**config.mk**
```make
export PLATFORM = sky130hd
export DESIGN_NAME = clock_period_meter
export DESIGN_NICKNAME = d
export VERILOG_FILES = /design/src/rtl/clock_period_meter.sv
export SDC_FILE = /design/constraint.sdc
export NUM_CORES = 1
export LEC_CHECK = 0
export BUFFER_PORTS_ARGS = -buffer_cell sky130_fd_sc_hd__buf_2
export CAP_MARGIN = 40
export CORE_MARGIN = 2
export CORE_UTILIZATION = 40
export CTS_CLUSTER_DIAMETER = 150
export DETAILED_ROUTE_END_ITERATION = 10
export MAX_ROUTING_LAYER = met4
export RECOVER_POWER = 100
export SYNTH_ARGS = -nofsm -noshare
export SYNTH_HDL_FRONTEND = slang
export SYNTH_SLANG_ARGS = --single-unit
```
**constraint.sdc**
```tcl
create_clock -name clock_in -period 2.6 [get_ports clock_in]
set_input_delay 0.52 -clock clock_in [delete_from_list [all_inputs] [get_ports clock_in]]
set_output_delay 0.52 -clock clock_in [all_outputs]
set_load 0.02 [all_outputs]
```
**src/rtl/clock_period_meter.sv**
```systemverilog
// Measures period and high-time of a slow signal in clock_in cycles,
// with a per-period valid strobe and a no-edge timeout.
module clock_period_meter #(
    parameter int unsigned          CNT_W   = 28,
    parameter logic [CNT_W-1:0]     TIMEOUT = 28'd200000000
) (
    input  logic             clock_in,
    input  logic             reset_n,
    input  logic             sig_in,
    input  logic             enable,
    output logic [CNT_W-1:0] period_out,
    output logic [CNT_W-1:0] high_out,
    output logic             valid,
    output logic             timeout
);

    typedef enum logic [1:0] {
        IDLE    = 2'd0,
        ARM     = 2'd1,
        MEASURE = 2'd2
    } state_t;

    state_t           state, state_nxt;
    logic             sync1, s, s_d;
    logic             rise;
    logic [CNT_W-1:0] pcnt, pcnt_nxt;
    logic [CNT_W-1:0] hcnt, hcnt_nxt;
    logic [CNT_W-1:0] period_nxt, high_nxt;
    logic             valid_nxt, timeout_nxt;

    always_ff @(posedge clock_in or negedge reset_n) begin
        if (!reset_n) begin
            sync1 <= 1'b0;
            s     <= 1'b0;
            s_d   <= 1'b0;
        end else begin
            sync1 <= sig_in;
            s     <= sync1;
            s_d   <= s;
        end
    end

    assign rise = s & ~s_d;

    always_ff @(posedge clock_in or negedge reset_n) begin
        if (!reset_n) begin
            state      <= IDLE;
            pcnt       <= '0;
            hcnt       <= '0;
            period_out <= '0;
            high_out   <= '0;
            valid      <= 1'b0;
            timeout    <= 1'b0;
        end else begin
            state      <= state_nxt;
            pcnt       <= pcnt_nxt;
            hcnt       <= hcnt_nxt;
            period_out <= period_nxt;
            high_out   <= high_nxt;
            valid      <= valid_nxt;
            timeout    <= timeout_nxt;
        end
    end

    always_comb begin
        state_nxt   = state;
        pcnt_nxt    = pcnt;
        hcnt_nxt    = hcnt;
        period_nxt  = period_out;
        high_nxt    = high_out;
        valid_nxt   = 1'b0;
        timeout_nxt = timeout;

        if (!enable) begin
            state_nxt   = IDLE;
            pcnt_nxt    = '0;
            hcnt_nxt    = '0;
            timeout_nxt = 1'b0;
        end else begin
            unique case (state)
                IDLE: begin
                    pcnt_nxt    = '0;
                    hcnt_nxt    = '0;
                    timeout_nxt = 1'b0;
                    state_nxt   = ARM;
                end
                ARM: begin
                    if (rise) begin
                        pcnt_nxt  = CNT_W'(1);
                        hcnt_nxt  = CNT_W'(1);
                        state_nxt = MEASURE;
                    end else if (!timeout) begin
                        // once timed out, the counter stays frozen until a fresh edge arms
                        if (pcnt == TIMEOUT) begin
                            timeout_nxt = 1'b1;
                            period_nxt  = '0;
                            high_nxt    = '0;
                        end else begin
                            pcnt_nxt = pcnt + CNT_W'(1);
                        end
                    end
                end
                MEASURE: begin
                    if (rise) begin
                        period_nxt  = pcnt;
                        high_nxt    = hcnt;
                        valid_nxt   = 1'b1;
                        timeout_nxt = 1'b0;
                        pcnt_nxt    = CNT_W'(1);
                        hcnt_nxt    = CNT_W'(1);
                    end else if (pcnt == TIMEOUT) begin
                        timeout_nxt = 1'b1;
                        period_nxt  = '0;
                        high_nxt    = '0;
                        pcnt_nxt    = '0;
                        hcnt_nxt    = '0;
                        state_nxt   = ARM;
                    end else begin
                        pcnt_nxt = pcnt + CNT_W'(1);
                        hcnt_nxt = hcnt + CNT_W'(s);
                    end
                end
                default: state_nxt = IDLE;
            endcase
        end
    end

endmodule

```
Yosys cells after proc, flatten, opt, wreduce, memory -nomap -nowiden
Index checks and enable logic that the tools add are counted.
Operators by class
  shift operators: 0
  magnitude comparators: 0
  mux-type cells: 37
  add/subtract/negate cells: 2
  eq/ne operators: 13
  reductions and logical operators: 7
  bitwise gates (word level): 2
  div/mod/pow operators: 0
  multipliers: 0
Operator list (number)
  $mux 28: 18
  $pmux 28 s3: 2
  $pmux 28 s2: 2
  $add 28x1->28: 1
  $add 28x1->28 const B: 1
  $eq 28x28->1 const B: 1
  $ne 3x3->1 const B: 4
  $ne 4x4->1 const B: 3
  $mux 1: 9
  $reduce_and 3->1: 3
  $mux 2: 4
  $pmux 2 s3: 1
  $ne 2x2->1 const B: 2
  $ne 4x1->1 const B: 1
  $reduce_and 4->1: 1
  $pmux 1 s3: 1
  $eq 2x1->1 const B: 1
  $eq 2x2->1 const B: 1
  $logic_not 2->1: 1
  $reduce_and 2->1: 1
  $reduce_bool 2->1: 1
  $and 1x1->1: 1
  $not 1->1: 1
Word-level totals
  bits of input ports: 4
  latch bits: 0
  word-level logic and storage cells: 71
  RAM bits: 0
  bits in registers: 119
  memories: 0
  bits in read-only memories: 0

Depth between registers and ports, before layout
  depth after elaboration: 6
  mapped depth: 10
  depth with buffers taken out: 8

Worst setup path after synthesis
OpenSTA, ideal clock, no wires.
  path kind: register to register
  start: reg state[0]
  end: reg pcnt[11]
  buffers on the path: 1
  stages on the path, launching flop included: 10
  data arrival time: 2.071 ns
  slack: 0.433 ns
  cell sequence: dfrtp_1 > inv_1 > ha_1 > or3_1 > o21ai_1 > nand2_1 > a21oi_2 > buf_2 > o2bb2a_1 > o31ai_1
On the way
  cells in the longest elaborated chain, start to end: 3
  elaborated cells on any way between the ends: 9
Ends and longest elaborated chain
  from (decl): line 23  | state_t state, state_nxt;
  from (signal assigned): line 55  | state <= state_nxt;
  $eq 2x1->1 (tied with other cells): line 80  | unique case (state)
  $ne 4x4->1 (no source line) (tied with other cells)
  $reduce_and 3->1 (no source line) or $mux 28 (tied branches)
  to (signal assigned): line 56  | pcnt <= pcnt_nxt;
  to (decl): line 26  | logic [CNT_W-1:0] pcnt, pcnt_nxt;
Several ways; a longest one is shown, not always the timed one.
A chain may end at the register's enable or synchronous reset.

Final worst setup path
  start: reg pcnt[1]
  end: reg period_out[12]
On the way
  cells in the longest elaborated chain, start to end: 5
  elaborated cells on any way between the ends: 6
Ends and longest elaborated chain
  $eq 28x28->1 *: line 94, 111
  $mux 28 *
  $mux 28 (2 in a row)
  $pmux 28 s2 *
  to (signal assigned): line 58  | period_out <= period_nxt;
  to (decl): line 11  | output logic [CNT_W-1:0] period_out,
Mark *: on every way between the ends. The rest lies on a longest branch, timed or not. The select of a mux whose other input is x is not followed.

==> impl_results.md <==
- Fraction of layout cells with a size suffix above 1: 0.135
- Slew headroom: -0.230
- Yosys cell types: 56
- Initial drt markers: 254
- Starting Density: 0.405
- Clock transition at the registers of the reported paths: 0.05 ns
- DP HPWL: 9080 um
- WL final: 13400 um
- Crit path from: pcnt[1]$_DFFE_PN0P_
- Worst path bufs/invs: 2
- Top cells by area, synth: dfrtp_1 54%, a22o_1 8.8%, nand2_1 3.4%, nor2_1 2.6%, xnor2_1 2.5%
- Ant diodes: 0
- Fin nets: 615
- Hold Startpoint: sig_in
- Row cnt: 43
- CTS Hold Bufs: 0
- Number of global-route vias before repair: 4467
- Placer congestion estimate: 0.875
- Antenna viol nets, final: 0
- Startpoint Class: register
- Synth area leader: dfrtp_1
- Area Overhead vs Synth: 21.4%
- TNS Setup: 0 ns
- Max Cap Viol: 1
- Slew at the pin closest to its max-slew limit: 1.84 ns
- Core Area: 0.0137 sq mm
- CTS tree: yes
- Crit-path leading delay family: simple AND/OR/NAND/NOR gates
- Top-count cell post-synth: dfrtp_1
- Area share of the largest cell type after synthesis: 0.536
- Root buffer cell: clkbuf_16
- Mapped Area: 0.00555 sq mm
- Post-Syn Instances: 514
- Post-synth EDFFs: 0
- DIE HEIGHT: 122 um
- RSZ-0062 raised after global routing: false
- Cts bufs inserted: 17
- CP arrival: 2.74 ns
- RR Startpoint: pcnt[1]$_DFFE_PN0P_
- Synthesized area per cell: 10.8 sq um
- Largest net degree at the start of global routing: 88
- Worst path cell trace: inv_1 -> ha_1 -> nor3b_1 -> nand4b_1 -> or2_4 -> nor3_2 -> o21ai_4 -> buf_4 -> a22o_1
- I/O Pins: 62
- Die area: 0.0148 sq mm
- TritonRoute pass-1 iters: 5
- Avg WL per Cell: 16.8 um
- Clock Latency Late Sink: 0.42 ns
- Multi-input logic area: 0.00237 sq mm
- Seq/Total Area, Yosys: 0.536
- CP endpoint kind: register
- Max Root-Sink Buffers: 2
- Critical path class: reg -> reg
- Synth Net Count: 526
- Gr usage total: 0.202
- Die Span X: 122 um
- Final cell count without fillers: 794
- Top_reg_cell synth: dfrtp_1
- IO buf count: 61
- Routed vias: 4380
- F_max: 410 MHz
- Hold WC Path Type: in -> reg
- Flops & latches, synth: 119
- LEAKAGE: 2.95 nW
- Htree depth: 4
- Initial antenna violation count: 0
- Outcome: complete, but fails checks
- VDD IR max: 0.416 mV
- Synth top cells by count: 119 x dfrtp_1, 56 x a22o_1, 50 x nand2_1, 38 x nor2_1, 23 x o21ai_0
- Skew final: 0.00626 ns
- Ys async rst share: 1.00
- CP Data Required Time: 2.90 ns
- Final setup viols: 0
- Violated checks: capacitance limit, slew limit
- Power, Total: 4.79 mW
- Final slew viol count: 33
- Fin crit period: 2.44 ns
- Fillers: 1300
- Slowest-stage cell, CP: dfrtp_1
- CTS sink cnt: 119
- Synthesis Warnings: 0
- Fin crit share: 0.937
- Hold Vio Cnt, Final: 0
- DP Cell Count: 764
- First-pass GRT wire length: 22700 um
- Cell Pwr Density: 711 mW/mm^2
- Worst Path Max Fanout: 29
- Gr ovfl total: 0
- Sequential cell area: 0.00298 sq mm
- Worst path max stage delay: 0.42 ns
- Vias/cell: 5.52
- DR DRC count: 0
==> routing by layer <==
layer,vias up,share of wire,track usage
met4,0,0.016,0.0776
met2,112,0.49,0.319
li1,2062,-,-
met3,18,0.041,0.0478
met1,2188,0.45,0.252
met5,-,0,-
==> registers in the layout (all words and copies together), names as in the netlist <==
name and count:
s_d 1, state 2, sync1 1, period_out 28, hcnt 28, timeout 1, high_out 28, pcnt 28
valid 1, s 1
==> placed cells by master, fill, tap and decap left out, types with 7 or more instances in the layout <==
cell and instances:
and3_1 16, o31ai_1 9, a211oi_1 7, clkbuf_1 62
dfrtp_1 119, xor2_1 13, nor2_1 38, a22o_1 56
xnor2_1 16, nand4_1 13, ha_1 8, nand3_1 14
clkbuf_16 17, nand2_1 50, buf_4 25, a21oi_1 14
o21ai_0 23, inv_1 11
==> through the flow <==
stage / setup WS (ns) / cell area, sq um / utilization / hold WS (ns)
after floorplan: 0.433 / 5550 / - / 0.224
after global placement: 0.179 / 6230 / 0.454 / 0.350
after detailed placement: 0.148 / 6230 / 0.454 / 0.337
after CTS: 0.109 / 6850 / 0.499 / 0.0493
after global routing: 0.0181 / 6740 / 0.491 / 0.198
final: 0.164 / 6740 / 0.491 / 0.214
==> timing repair <==
item / 4_1_cts / 5_1_grt
buffers inserted: 0 / 0
setup endpoints to repair: 0 / 5
gates resized for setup: 0 / 1
==> report_power, final <==
| part | switching, mW | leakage [nW] | internal (mW) |
|---|---|---|---|
| combinational | 0.343 | 0.995 | 0.143 |
| sequential | 0.0153 | 1.65 | 1.87 |
| clock | 0.803 | 0.300 | 1.62 |
| total | 1.16 | 2.95 | 3.63 |
==> logic make-up (layout without fill, tap and decap cells) <==
logic type,after synthesis,after routing,share of synthesized area
flops,119,119,0.536
fa+ha+maj,8,8,0.0180
mux,2,2,0.00383
simple gates,173,173,0.158
compound gates,144,144,0.200
buf+inv,39,139,0.0381
xor+xnor,29,29,0.0457
==> worst paths after layout <==
kind	cells past startpoint	slack (ns)	end
hold reg to reg	0	0.34	s$_DFF_PN0_
hold / removal	1	0.21	sync1$_DFF_PN0_
setup reg to reg	9	0.16	period_out[12]$_DFFE_PN0P_
max in group asynchronous	2	0.76	pcnt[16]$_DFFE_PN0P_
setup / recovery	9	0.16	period_out[12]$_DFFE_PN0P_
min in group asynchronous	1	0.60	high_out[4]$_DFFE_PN0P_
==> area by class of cell <==
| cell class | count | share of cell area |
|---|---|---|
| flip-flops and latches | 119 | 0.442 |
| multi-input cells | 356 | 0.352 |
| repair buffers | 98 | 0.0754 |
| clock buffers | 22 | 0.0733 |
| well taps | 180 | 0.0334 |
| clock inverters | 8 | 0.0178 |
| inverters | 11 | 0.00613 |
(Power assumes the default switching activity.)
